## config.mk

```make
export PLATFORM = sky130hd
export DESIGN_NAME = rejection_sampler_ctrl
export DESIGN_NICKNAME = d
export VERILOG_FILES = /design/src/rtl/rej_sampler_pkg.sv /design/src/rtl/rej_sample_fifo.sv /design/src/rtl/rejection_sampler_ctrl.sv
export SDC_FILE = /design/constraint.sdc
export NUM_CORES = 1
export LEC_CHECK = 0
export CORE_UTILIZATION = 53
export CTS_CLUSTER_SIZE = 12
export DETAILED_ROUTE_END_ITERATION = 6
export GPL_ROUTABILITY_DRIVEN = 0
export PLACE_DENSITY = 0.76
export SLEW_MARGIN = 20
export SYNTH_ARGS = -nofsm -noshare
export SYNTH_HDL_FRONTEND = slang
export SYNTH_SLANG_ARGS = --single-unit
```

## constraint.sdc

```tcl
create_clock -name clk -period 2.6 [get_ports clk]
set_clock_uncertainty 0.15 [all_clocks]
set_input_delay 0.52 -clock clk [delete_from_list [all_inputs] [get_ports clk]]
set_output_delay 0.52 -clock clk [all_outputs]
set_load 0.005 [all_outputs]
```

## src/rtl/rej_sampler_pkg.sv

```systemverilog
// Shared definitions for the rejection sampler: entropy field layout helpers,
// retry-counter width function and the default-width sample record.
package rej_sampler_pkg;

   localparam int DEF_VALUE_WIDTH = 4;
   localparam int DEF_RAND_WIDTH  = 8;
   localparam int DEF_MAX_RETRY   = 15;

   function automatic int retry_width(input int max_retry);
      return (max_retry < 1) ? 1 : $clog2(max_retry + 1);
   endfunction

   function automatic int ent_width(input int value_width, input int rand_width);
      return 1 + value_width + rand_width;
   endfunction

   // Entropy word is {sign, magnitude, random}, MSB first.
   function automatic int sign_pos(input int value_width, input int rand_width);
      return value_width + rand_width;
   endfunction

   function automatic int mag_lsb(input int rand_width);
      return rand_width;
   endfunction

   localparam int DEF_RETRY_WIDTH = retry_width(DEF_MAX_RETRY);

   typedef struct packed {
      logic [DEF_VALUE_WIDTH:0]   value;
      logic [DEF_RETRY_WIDTH-1:0] retry;
   } sample_t;

endpackage

```

## src/rtl/rej_sample_fifo.sv

```systemverilog
// Synchronous FIFO with head-of-queue output, occupancy count and
// simultaneous push/pop allowed while full.
module rej_sample_fifo #(
   parameter  int WIDTH = 8,
   parameter  int DEPTH = 4,
   localparam int AW    = $clog2(DEPTH),
   localparam int CW    = AW + 1
) (
   input  logic             clk,
   input  logic             rst_n,
   input  logic             push,
   input  logic [WIDTH-1:0] push_data,
   input  logic             pop,
   output logic [WIDTH-1:0] pop_data,
   output logic [CW-1:0]    count,
   output logic             empty,
   output logic             full
);

   logic [WIDTH-1:0] mem [DEPTH];
   logic [AW-1:0]    wr_ptr_reg;
   logic [AW-1:0]    rd_ptr_reg;
   logic [CW-1:0]    count_reg;
   logic             do_push;
   logic             do_pop;

   assign empty    = (count_reg == '0);
   assign full     = (count_reg == CW'(DEPTH));
   assign count    = count_reg;
   assign do_pop   = pop & ~empty;
   assign do_push  = push & (~full | do_pop);
   // Gate the head so the output reads zero when nothing is buffered.
   assign pop_data = empty ? '0 : mem[rd_ptr_reg];

   always_ff @(posedge clk) begin
      if (!rst_n) begin
         wr_ptr_reg <= '0;
         rd_ptr_reg <= '0;
         count_reg  <= '0;
      end else begin
         if (do_push) wr_ptr_reg <= wr_ptr_reg + AW'(1);
         if (do_pop)  rd_ptr_reg <= rd_ptr_reg + AW'(1);
         case ({do_push, do_pop})
            2'b10:   count_reg <= count_reg + CW'(1);
            2'b01:   count_reg <= count_reg - CW'(1);
            default: count_reg <= count_reg;
         endcase
      end
   end

   always_ff @(posedge clk) begin
      if (do_push) mem[wr_ptr_reg] <= push_data;
   end

endmodule

```

## src/rtl/rejection_sampler_ctrl.sv

```systemverilog
// Rejection-sampling initiator: holds one candidate for the external filter,
// buffers accepted samples with their retry count. Optional REJ_SAMPLER_STATS_EN.
module rejection_sampler_ctrl
   import rej_sampler_pkg::*;
#(
   parameter  int VALUE_WIDTH = 4,
   parameter  int RAND_WIDTH  = 8,
   parameter  int FIFO_DEPTH  = 4,
   parameter  int MAX_RETRY   = 15,
   localparam int ENT_WIDTH   = ent_width(VALUE_WIDTH, RAND_WIDTH),
   localparam int RETRY_WIDTH = retry_width(MAX_RETRY)
) (
   input  logic                   clk,
   input  logic                   rst_n,
   input  logic                   ent_valid,
   output logic                   ent_ready,
   input  logic [ENT_WIDTH-1:0]   ent_data,
   output logic [VALUE_WIDTH-1:0] flt_magnitude,
   output logic [RAND_WIDTH-1:0]  flt_random,
   input  logic                   flt_accept,
   output logic                   smp_valid,
   input  logic                   smp_ready,
   output logic [VALUE_WIDTH:0]   smp_data,
   output logic [RETRY_WIDTH-1:0] smp_retry,
`ifdef REJ_SAMPLER_STATS_EN
   output logic [31:0]            stat_accepted,
   output logic [31:0]            stat_rejected,
`endif
   output logic                   retry_err
);

   localparam int SIGN_POS = sign_pos(VALUE_WIDTH, RAND_WIDTH);
   localparam int MAG_LSB  = mag_lsb(RAND_WIDTH);
   localparam int FW       = VALUE_WIDTH + 1 + RETRY_WIDTH;
   localparam int CW       = $clog2(FIFO_DEPTH) + 1;
   localparam logic [RETRY_WIDTH-1:0] RETRY_MAX = RETRY_WIDTH'(MAX_RETRY);

   logic                   cand_valid_reg, cand_valid_next;
   logic                   cand_sign_reg, cand_sign_next;
   logic [VALUE_WIDTH-1:0] cand_mag_reg, cand_mag_next;
   logic [RAND_WIDTH-1:0]  cand_rnd_reg, cand_rnd_next;
   logic [RETRY_WIDTH-1:0] retry_cnt_reg, retry_cnt_next;
   logic                   retry_err_reg, retry_err_next;

   logic                   pop, push_ok, accept_push, reject, consumed, ent_fire;
   logic [VALUE_WIDTH:0]   mag_ext, sample_value;
   logic [FW-1:0]          fifo_out;
   logic [CW-1:0]          fifo_count;
   logic                   fifo_empty, fifo_full;

   assign pop         = smp_valid & smp_ready;
   assign push_ok     = (fifo_count < CW'(FIFO_DEPTH)) | pop;
   assign accept_push = cand_valid_reg & flt_accept & push_ok;
   assign reject      = cand_valid_reg & ~flt_accept;
   assign consumed    = accept_push | reject;
   assign ent_ready   = ~cand_valid_reg | consumed;
   assign ent_fire    = ent_valid & ent_ready;

   // Two's-complement negate; a negative zero falls out as zero.
   assign mag_ext      = {1'b0, cand_mag_reg};
   assign sample_value = cand_sign_reg ? (~mag_ext + 1'b1) : mag_ext;

   assign flt_magnitude = cand_valid_reg ? cand_mag_reg : '0;
   assign flt_random    = cand_valid_reg ? cand_rnd_reg : '0;
   assign retry_err     = retry_err_reg;

   always_comb begin
      cand_valid_next = cand_valid_reg;
      cand_sign_next  = cand_sign_reg;
      cand_mag_next   = cand_mag_reg;
      cand_rnd_next   = cand_rnd_reg;
      retry_cnt_next  = retry_cnt_reg;
      if (ent_fire) begin
         cand_valid_next = 1'b1;
         cand_sign_next  = ent_data[SIGN_POS];
         cand_mag_next   = ent_data[SIGN_POS-1 -: VALUE_WIDTH];
         cand_rnd_next   = ent_data[MAG_LSB-1:0];
      end else if (consumed) begin
         cand_valid_next = 1'b0;
      end
      if (reject && retry_cnt_reg != RETRY_MAX)
         retry_cnt_next = retry_cnt_reg + RETRY_WIDTH'(1);
      else if (accept_push)
         retry_cnt_next = '0;
      retry_err_next = retry_err_reg |
                       ((retry_cnt_next == RETRY_MAX) && (retry_cnt_reg != RETRY_MAX));
   end

   always_ff @(posedge clk) begin
      if (!rst_n) begin
         cand_valid_reg <= 1'b0;
         cand_sign_reg  <= 1'b0;
         cand_mag_reg   <= '0;
         cand_rnd_reg   <= '0;
         retry_cnt_reg  <= '0;
         retry_err_reg  <= 1'b0;
      end else begin
         cand_valid_reg <= cand_valid_next;
         cand_sign_reg  <= cand_sign_next;
         cand_mag_reg   <= cand_mag_next;
         cand_rnd_reg   <= cand_rnd_next;
         retry_cnt_reg  <= retry_cnt_next;
         retry_err_reg  <= retry_err_next;
      end
   end

   rej_sample_fifo #(
      .WIDTH (FW),
      .DEPTH (FIFO_DEPTH)
   ) u_fifo (
      .clk       (clk),
      .rst_n     (rst_n),
      .push      (accept_push),
      .push_data ({sample_value, retry_cnt_reg}),
      .pop       (pop),
      .pop_data  (fifo_out),
      .count     (fifo_count),
      .empty     (fifo_empty),
      .full      (fifo_full)
   );

   assign smp_valid = ~fifo_empty;
   assign smp_data  = fifo_out[FW-1 -: VALUE_WIDTH+1];
   assign smp_retry = fifo_out[RETRY_WIDTH-1:0];

`ifdef REJ_SAMPLER_STATS_EN
   logic [31:0] stat_accepted_reg, stat_rejected_reg;

   always_ff @(posedge clk) begin
      if (!rst_n) begin
         stat_accepted_reg <= '0;
         stat_rejected_reg <= '0;
      end else begin
         if (accept_push && stat_accepted_reg != '1)
            stat_accepted_reg <= stat_accepted_reg + 32'd1;
         if (reject && stat_rejected_reg != '1)
            stat_rejected_reg <= stat_rejected_reg + 32'd1;
      end
   end

   assign stat_accepted = stat_accepted_reg;
   assign stat_rejected = stat_rejected_reg;
`endif

endmodule

```

==> run metrics <==
status finished, final reports clean; CTS Buf Count 9; hpwl dp 3570 µm; Max Freq 0.397 GHz; worst slack, placed -0.243 ns; largest area contributor in the netlist edfxtp_1; Reg-to-Reg Start u_fifo.count[2]; GRT Resource Usage Total 21.5%; Hold Fails Final Rpt 0; critical path's slowest cell mux4_2; Seq cells post-synth 64; Worst Slack Setup Final 0.0816 ns; Initial Util 55.2%; Cell variety after synth 36; Sink Count 64; Clock transition at path regs 0.07 ns; Post-Syn Area 0.00282 mm²; initial antenna violation count 0; Mapped Cells 226; register-to-register setup slack 0.42 ns; # setup viols final 0; Routed Wire Length 5120 µm; largest cells by area after synthesis edfxtp_1, dfxtp_1, mux4_2, and2_1, nand3_1; crit start category flip-flop; power per cell area 682 mW/mm²; first-pass GRT wire length 8570 µm; Nets 318; IO Count 42; Crit path largest cell delay 0.47 ns; fillers 387; worst-path maximum fanout 5; layout cells sized above 1 17.5%; Port Buf Inserts 41; Ant. Diodes 0; DIE WIDTH 74.9 µm; Die ar. 0.00562 mm²; Crit Path Category reg2out; placed insts 349; crit-path cells buf_12 -> buf_4 -> mux4_2 -> and2_1 -> dlygate4sd2_1; max-cap violation count 0; share of the synthesized area in the top cell type 38.3%; H-tree levels 3; Worst R2R Path Depth 9; DRT iter0 DRCs 75; largest net degree at the start of global routing 18; Die Ht 74.9 µm; Syn Area/Cell 12.5 µm²; RSZ-0062 raised after global routing no; drt via density 5.14; min-delay src cand_rnd_reg[7]; CP Data Arrival Time 1.85 ns; Hold Crit Depth 2; Tcrit/Tclk final 96.9%; Hold Path Sink cand_rnd_reg[7]; Setup crit end kind output pin; Power, Total 0.00252 W; Floorplan Core Area 0.00511 mm²; Max transition margin 65.9%; vias in the first global route 1,875; Hold WC Path Type reg2reg; total number of vias 1,885; Seq/Total Area, Yosys 58.2%; Peak VDD IR 0.000401 V; post-layout minimum cycle time 2.52 ns; routed len/inst 14.0 µm; CTS tree built; Final Non-Filler Cells 367; # DRC 0; Clock Path Buffers 2; max FFs per register 36; Yosys warning total 0; CTS root buffer clkbuf_8; row count 26; Post-DRT Antenna Nets 0; clk_lat worst skew 0.33 ns; worst slew pin tran 0.506 ns; remaining global-route overflow 0; final slew viol count 0; Lkg Pwr 1.39 nW; Layout area overhead 30.9%; reg-to-reg critical path endpoint u_fifo.count[2]; Mapped Nets 252; CP required 1.93 ns; Initial DRT Pass Iterations 4
==> Yosys cell counts <==
cell and instances:
a21boi_0 8, a21boi_1 10, a311oi_1 2, a31oi_1 1
a41o_1 1, a41oi_1 1, and2_1 31, and3_1 2
buf_1 1, buf_2 2, buf_6 1, clkbuf_1 6
clkinv_8 1, dfxtp_1 28, edfxtp_1 36, fa_1 1
ha_1 7, inv_1 9, mux4_2 9, nand2_1 19
nand2b_1 2, nand2b_2 1, nand3_1 18, nand4b_2 1
nor2_1 2, nor2b_1 4, nor3_1 1, nor3b_1 1
nor4b_1 1, o21a_1 1, o21ai_0 5, o22ai_1 1
o31ai_1 1, or3_1 3, xnor2_1 7, xor2_1 1
==> what timing repair did <==
item                                    CTS  global route
endpoints found under the hold margin     0             0
pin swaps                                 0             0
hold buffers                              0             0
gates cloned                              1             0
setup buffers                             1             0
endpoints found under the setup margin    9             1
resized for setup                        12             2
==> through the flow <==
| stage | util, % | instance area (µm²) | hold WS (ns) | setup TNS, ns |
|---|---|---|---|---|
| after detailed placement | 68.0 | 3470 | 0.294 | -0.269 |
| after CTS | 72.2 | 3690 | 0.301 | 0 |
| after global placement | 68.0 | 3470 | 0.287 | -0.172 |
| after floorplan | - | 2820 | 0.280 | 0 |
| after global routing | 72.3 | 3690 | 0.329 | 0 |
| final | 72.3 | 3690 | 0.299 | 0 |
==> critical path, delay by kind of cell, from the launching register on <==
kind | cells | cell delay (ns)
buffers and inverters | 3 | 0.49
muxes | 1 | 0.47
DFF | 1 | 0.39
and+or+nand+nor | 1 | 0.17
==> metal layers <==
metal  wire, µm  global-route usage (%)
met5          0                       0
met4         66                    8.81
met3        299                    8.17
met2       2560                    36.2
met1       2190                    24.8
==> power breakdown <==
part	total, W	leakage, nW	switching (W)	internal, W
clock	0.000812	0.0859	0.000375	0.000437
combinational	0.000547	0.729	0.000207	0.000340
sequential	0.00116	0.577	0.0000441	0.00112
total	0.00252	1.39	0.000626	0.00189
==> cells in the final DEF, fill, tap and decap left out, types with 2 or more instances in the layout <==
cell / instances
clkbuf_8: 9
a311oi_1: 2
buf_12: 3
o21ai_0: 5
clkdlybuf4s50_1: 32
mux4_2: 9
dfxtp_1: 27
nor2_1: 2
edfxtp_1: 36
ha_1: 7
xnor2_1: 7
a21boi_1: 11
nand2_1: 19
and2_1: 31
dlygate4sd2_1: 9
nor2b_1: 4
nand3_1: 18
or3_1: 3
clkinvlp_4: 3
buf_4: 20
inv_1: 9
nand2b_1: 2
a21boi_0: 7
==> worst max path at each step <==
stage | from | end | slack (ns)
after floorplan | smp_ready | u_fifo.count[2] | 0.23
after global placement | smp_ready | u_fifo.count[2] | -0.17
after detailed placement | smp_ready | u_fifo.count[2] | -0.24
after CTS | flip-flop | smp_data[2] | 0.05
after global routing | flip-flop | smp_data[2] | 0.008
final | flip-flop | smp_data[2] | 0.08
==> logic make-up (layout without fill, tap and decap cells) <==
| kind of cell | after synthesis | in the layout | synth area share (%) |
|---|---|---|---|
| adder cells (fa/ha/maj) | 8 | 8 | 3.82 |
| XOR/XNOR | 8 | 8 | 2.48 |
| AO/OA/AOI/OAI | 31 | 31 | 7.94 |
| AND/OR/NAND/NOR | 86 | 86 | 16.9 |
| flip-flops | 64 | 64 | 58.2 |
| buffers and inverters | 20 | 91 | 3.46 |
| multiplexers | 9 | 9 | 7.19 |
==> area by class of cell <==
type | instances | area, µm² | share of cell area, %
Inverter | 10 | 50.0 | 1.36
Sequential cell | 64 | 1650 | 44.6
Multi-Input combinational cell | 142 | 1080 | 29.3
Clock buffer | 10 | 128 | 3.46
Tap cell | 70 | 87.6 | 2.37
Clock inverter | 6 | 61.3 | 1.66
Timing Repair Buffer | 65 | 637 | 17.3
Power figures use the tool's default switching activity.
==> RTL edit 1 (same settings) <==
Put one more register stage on the output `retry_err`, without a reset. The value now appears one clock later. The other outputs are not delayed to match.
--- a/src/rtl/rejection_sampler_ctrl.sv
+++ b/src/rtl/rejection_sampler_ctrl.sv
@@ -63,5 +63,7 @@
    assign flt_magnitude = cand_valid_reg ? cand_mag_reg : '0;
    assign flt_random    = cand_valid_reg ? cand_rnd_reg : '0;
-   assign retry_err     = retry_err_reg;
+   always_ff @(posedge clk) begin
+      retry_err <= retry_err_reg;
+   end
 
    always_comb begin
Behaviour: same outputs for any inputs over 10 cycles, from zero or initial values and one cycle with rst_n low; that may be too few to reach the edited logic, so the function may still have changed.
==> RTL edit 1 against the unedited design <==
Die area is 0.70% higher. First-iteration DRC count is 8.0% higher. Design area about the same. Total power decreased by 0.57%. Worst hold slack worse by 0.041 ns. Via count is 0.21% higher. Core utilization decreased by 0.51 points. Synthesized area is 0.71% higher. Setup slack improved by 0.016 ns. Sequential cell count grew 1. Wire length up 1.2%. Clock power decreased by 4.2%. Largest cell class unchanged.
==> RTL edit 1: results (changes against the unedited design) <==
[status]
status = finished, final reports clean  ; unchanged

[sta]
max_slew_margin = 0.6971  ; was 0.6594
fin_hold_ws_ns = 0.2577  ; was 0.2991 ns
period_needed_ns = 2.503  ; was 2.518 ns

[synth]
synthTopCellsByCount = edfxtp_1 (36), and2_1 (31), dfxtp_1 (29)  ; was edfxtp_1 (36), and2_1 (31), dfxtp_1 (28)
seq_area_frac_synth = 0.5850  ; was 0.5821
async_reset_ff_frac = 0  ; unchanged
syn_nets = 253  ; was 252
ys.warnings.count = 0  ; unchanged
synth.area.top_cells = edfxtp_1 (38%), dfxtp_1 (20%), mux4_2 (7.1%), and2_1 (6.8%), nand3_1 (3.2%)  ; was edfxtp_1 (38%), dfxtp_1 (20%), mux4_2 (7.2%), and2_1 (6.9%), nand3_1 (3.2%)

[clock_tree]
post_cts_hold_buffer_count = 0  ; unchanged
cts_buffers = 9  ; unchanged

[worst_hold_path]
min_delay_path_depth = 0  ; was 2
min_path_type = reg -> reg  ; unchanged
hp-start = retry_err_reg$_SDFF_PN0_  ; was cand_rnd_reg[7]$_SDFFE_PN0P_
holdPathEnd = retry_err$_DFF_P_  ; was cand_rnd_reg[7]$_SDFFE_PN0P_

[power_and_ir_drop]
p_seq_frac = 0.466  ; was 0.460
pwr-share-clk = 0.311  ; was 0.322
p_leak_uw = 0.001457  ; was 0.001392 uW
p_int_uw = 1911  ; was 1893 uW
powerClk_uw = 778  ; was 812 uW
peakVddDrop_v = 0.0005214  ; was 0.0004010 V

[layout]
final_nets = 319  ; was 318
largest_register_ffs = 36  ; unchanged
seqCellArea_um2 = 1664  ; was 1645 um2
fillerInstances = 409  ; was 387
layout-drive-gt1-share = 0.1717  ; was 0.1751

[drt]
drt-wirelength-per-cell_um = 14.14  ; was 13.96 um
via_per_inst = 5.147  ; was 5.136
first_pass_iters = 4  ; unchanged
drt_iter0_markers = 81  ; was 75

[setup_path]
reg2reg_depth = 9  ; unchanged
r2r_end = u_fifo.count[2]$_SDFFE_PN0P_  ; unchanged
critPathCapture = smp_data[3]  ; was smp_data[2]
worst-path-max-fanout = 8  ; was 5
rrSetupSlack_ns = 0.40  ; was 0.42 ns
cp.arrival_ns = 1.83  ; was 1.85 ns

[global_route]
grt_pass1_wl_um = 8307  ; was 8569 um
grt_util_all_layers = 0.2052  ; was 0.2153
grt_pass1_vias = 1850  ; was 1875
grt_max_degree = 17  ; was 18

[placement]
pre_cts_ws_ns = -0.2281  ; was -0.2427 ns
place_area_um2 = 3466  ; was 3473 um2
dp_hpwl_um = 3732  ; was 3572 um

-- RTL edit 1: cell count changes after synthesis --
cell,delta
dfxtp_1,+1
-- RTL edit 1: metal layers --
| layer | share of wire | wire length (um) | track usage |
|---|---|---|---|
| met4 | 0.013 | 68 | 0.08025 |
| met3 | 0.041 | 212 | 0.05622 |
| met1 | 0.42 | 2181 | 0.2342 |
| met2 | 0.53 | 2726 | 0.3664 |
| met5 | 0 | 0 | 0 |
-- RTL edit 1: stage by stage --
| step | instances | TNS (ns) |
|---|---|---|
| floorplan | 227 | 0 |
| global placement | 348 | -0.1526 |
| detailed placement | 348 | -0.2426 |
| CTS | 363 | 0 |
| global route | 367 | -0.002158 |
| finish | 367 | 0 |
-- RTL edit 1: kinds of logic (layout without fill, tap and decap cells) --
logic type,count (synthesis),count (layout),synth area share
AO/OA/AOI/OAI,31,31,0.07886
adder cells (fa/ha/maj),8,8,0.03788
AND/OR/NAND/NOR,86,86,0.1678
XOR/XNOR,8,8,0.02467
buffers and inverters,20,90,0.03436
multiplexers,9,9,0.07136
flip-flops,65,65,0.5850
-- RTL edit 1: cell type report --
class / count / share of cell area
clock buffers: 12 / 0.03664
clock inverters: 3 / 0.01153
flip-flops and latches: 65 / 0.4512
well taps: 70 / 0.02374
repair buffers: 65 / 0.1689
inverters: 10 / 0.01357
multi-input cells: 142 / 0.2944
-- RTL edit 1: timing repair --
item                       CTS  global route
gates resized for setup      5             7
setup endpoints to repair    9             5
buffers inserted             0             4
pin swaps                    0             0
-- RTL edit 1: worst max-delay path, stage by stage (launching register included) --
cell and delay (ns):
dfxtp_2 0.35, buf_12 0.13, buf_4 0.12, mux4_2 0.49
and2_1 0.17, dlygate4sd2_1 0.25
==> RTL edit 2 (same settings) <==
Without the edit above. The option `REJ_SAMPLER_STATS_EN` is turned on by a define.
--- a/src/rtl/rejection_sampler_ctrl.sv
+++ b/src/rtl/rejection_sampler_ctrl.sv
@@ -1,4 +1,6 @@
 // Rejection-sampling initiator: holds one candidate for the external filter,
 // buffers accepted samples with their retry count. Optional REJ_SAMPLER_STATS_EN.
+`define REJ_SAMPLER_STATS_EN
+
 module rejection_sampler_ctrl
    import rej_sampler_pkg::*;
Function (old outputs only; new: stat_accepted and stat_rejected): kept (Yosys induction, for registers that start in step).
==> RTL edit 2 against the unedited design <==
Core utilization rose by 0.69 points. Design area grew 120%. Sequential cell count rose by 64. Setup slack gained 0.0017 ns. Die area up 110%. Wire length rose to 2.8 times the old value. Total power rose by 99%. Synthesized area increased by 110%.
==> RTL edit 2: results (changes against the unedited design) <==
[synth]
yosys.area_share.xor_xnor = 0.01905  ; was 0.02484
avgSynthCellArea_um2 = 9.782  ; was 12.48 um2
synthMuxAreaShare = 0.05568  ; was 0.07187
synth_fa_ha_area_frac = 0.02219  ; was 0.03815
synth.area.top_cells = dfxtp_1 (31%), edfxtp_1 (18%), a21oi_1 (4.2%), nand2_1 (4.0%), mux4_2 (3.4%)  ; was edfxtp_1 (38%), dfxtp_1 (20%), mux4_2 (7.2%), and2_1 (6.9%), nand3_1 (3.2%)
synth.distinct_cells = 57  ; was 36
ys.flop_type = dfxtp_1  ; was edfxtp_1
seq_area_frac_synth = 0.4890  ; was 0.5821
synthTopCellsByCount = dfxtp_1 (92), nand2_1 (64), a21oi_1 (50)  ; was edfxtp_1 (36), and2_1 (31), dfxtp_1 (28)
syn_nets = 639  ; was 252
synth_compound_area_frac = 0.1223  ; was 0.07941

[drt]
route.met2.wl_um = 7321  ; was 2564 um
wl_met3_um = 547  ; was 299 um
drt_iter0_markers = 269  ; was 75
drc = 0  ; unchanged
totalWireLength_um = 14260  ; was 5124 um
via_per_inst = 5.810  ; was 5.136
first_pass_iters = 5  ; was 4
drt-wirelength-per-cell_um = 15.90  ; was 13.96 um

[worst_hold_path]
holdPathEnd = cand_rnd_reg[0]$_SDFFE_PN0P_  ; was cand_rnd_reg[7]$_SDFFE_PN0P_
hp-start = cand_rnd_reg[0]$_SDFFE_PN0P_  ; was cand_rnd_reg[7]$_SDFFE_PN0P_

[placement]
dp_hpwl_um = 9613  ; was 3572 um
dp_cells = 859  ; was 349
io_buffers = 105  ; was 41
place_area_um2 = 7350  ; was 3473 um2

[status]
status = finished, final reports clean  ; unchanged

[clock_tree]
cts-root-buf = clkbuf_16  ; was clkbuf_8
clock_latency_ns = 0.41  ; was 0.33 ns
htree_num_levels = 4  ; was 3
cts_buffers = 17  ; was 9

[global_route]
grt_util_all_layers = 0.2527  ; was 0.2153
grt_pass1_vias = 4944  ; was 1875
globalRouteMet3Util = 0.05606  ; was 0.08166
grt_max_degree = 47  ; was 18
use_met2 = 0.4440  ; was 0.3624
grt_pass1_wl_um = 23000  ; was 8569 um

[setup_path]
critical-path-top-delay-family = multiplexers  ; was buffers and inverters
rrSetupSlack_ns = 0.26  ; was 0.42 ns
reg2reg_depth = 8  ; was 9
worst-path-max-fanout = 4  ; was 5

[power_and_ir_drop]
peakVddDrop_v = 0.0005981  ; was 0.0004010 V
p_leak_uw = 0.002739  ; was 0.001392 uW

[layout]
largest_register_ffs = 36  ; unchanged
fillerInstances = 801  ; was 387
final_nets = 772  ; was 318

[sta]
fin_hold_ws_ns = 0.3040  ; was 0.2991 ns
max_slew_margin = 0.6606  ; was 0.6594

==> RTL edit 2: cell types whose count changed after synthesis, moves of 15 or more <==
cell / before / now
or3_1: 3 / 30
nand2_1: 19 / 64
nand2b_1: 2 / 17
nand3_1: 18 / 33
nor2_1: 2 / 26
clkbuf_1: 6 / 21
a21oi_1: 0 / 50
dfxtp_1: 28 / 92
==> RTL edit 2: layout make-up <==
class / count / area [um2] / share of cell area
repair buffers: 144 / 1378 / 0.1727
inverters: 15 / 56.30 / 0.007057
well taps: 140 / 175.2 / 0.02195
clock buffers: 18 / 429.2 / 0.05379
multi-input cells: 438 / 2879 / 0.3608
flip-flops and latches: 128 / 2928 / 0.3669
clock inverters: 14 / 133.9 / 0.01678
==> RTL edit 2: what timing repair did <==
action / 4_1_cts / 5_1_grt
setup buffers: 5 / 0
endpoints found under the setup margin: 10 / 5
gates resized for setup: 21 / 7
cloned: 1 / 0
==> RTL edit 2: logic make-up (layout without fill, tap and decap cells) <==
kind of cell | count (synthesis) | in the layout
buffers and inverters | 45 | 191
and+or+nand+nor | 273 | 273
muxes | 22 | 22
xor gates and xnor gates | 13 | 13
DFF | 128 | 128
adders and majority gates | 10 | 10
AOI/OAI and AO/OA | 120 | 120
==> RTL edit 2: stage by stage <==
| stage | worst slack (ns) | TNS (ns) | utilization |
|---|---|---|---|
| 6_report | 0.08325 | 0 | 0.7296 |
| 5_1_grt | 0.003276 | 0 | 0.7296 |
| 4_1_cts | 0.02905 | 0 | 0.7291 |
| 3_5_place_dp | -0.1527 | -0.9971 | 0.6721 |
| 3_3_place_gp | -0.08658 | -0.2138 | 0.6721 |
| 2_1_floorplan | 0.02388 | 0 | - |
==> RTL edit 2: how the worst max path moves through the flow <==
stage / from / end / slack, ns / cells past startpoint
floorplan: smp_ready / u_fifo.count[2]$_SDFFE_PN0P_ / 0.02 / 10
global placement: smp_ready / u_fifo.count[2]$_SDFFE_PN0P_ / -0.09 / 10
detailed placement: flt_accept / stat_rejected[15]$_SDFFE_PN0P_ / -0.15 / 6
CTS: flop / smp_retry[3] / 0.03 / 5
global route: flop / smp_data[4] / 0.003 / 5
finish: flop / smp_retry[1] / 0.08 / 5
==> RTL edit 2: power by group <==
group | leakage, uW | switching (uW) | internal [uW] | total, uW
clock network | 0.000260 | 915 | 1330 | 2240
logic | 0.00141 | 263 | 352 | 615
registers | 0.00107 | 43.3 | 2100 | 2140
total | 0.00274 | 1220 | 3780 | 5000
==> RTL edit 2: worst reg2reg max path, stage by stage (launching register included) <==
cell and delay (ns):
dfxtp_1 0.36, or3_1 0.34, and2_1 0.23, ha_1 0.17, inv_1 0.05, fa_1 0.37, xor2_1 0.15, or3_1 0.30
a21oi_1 0.14
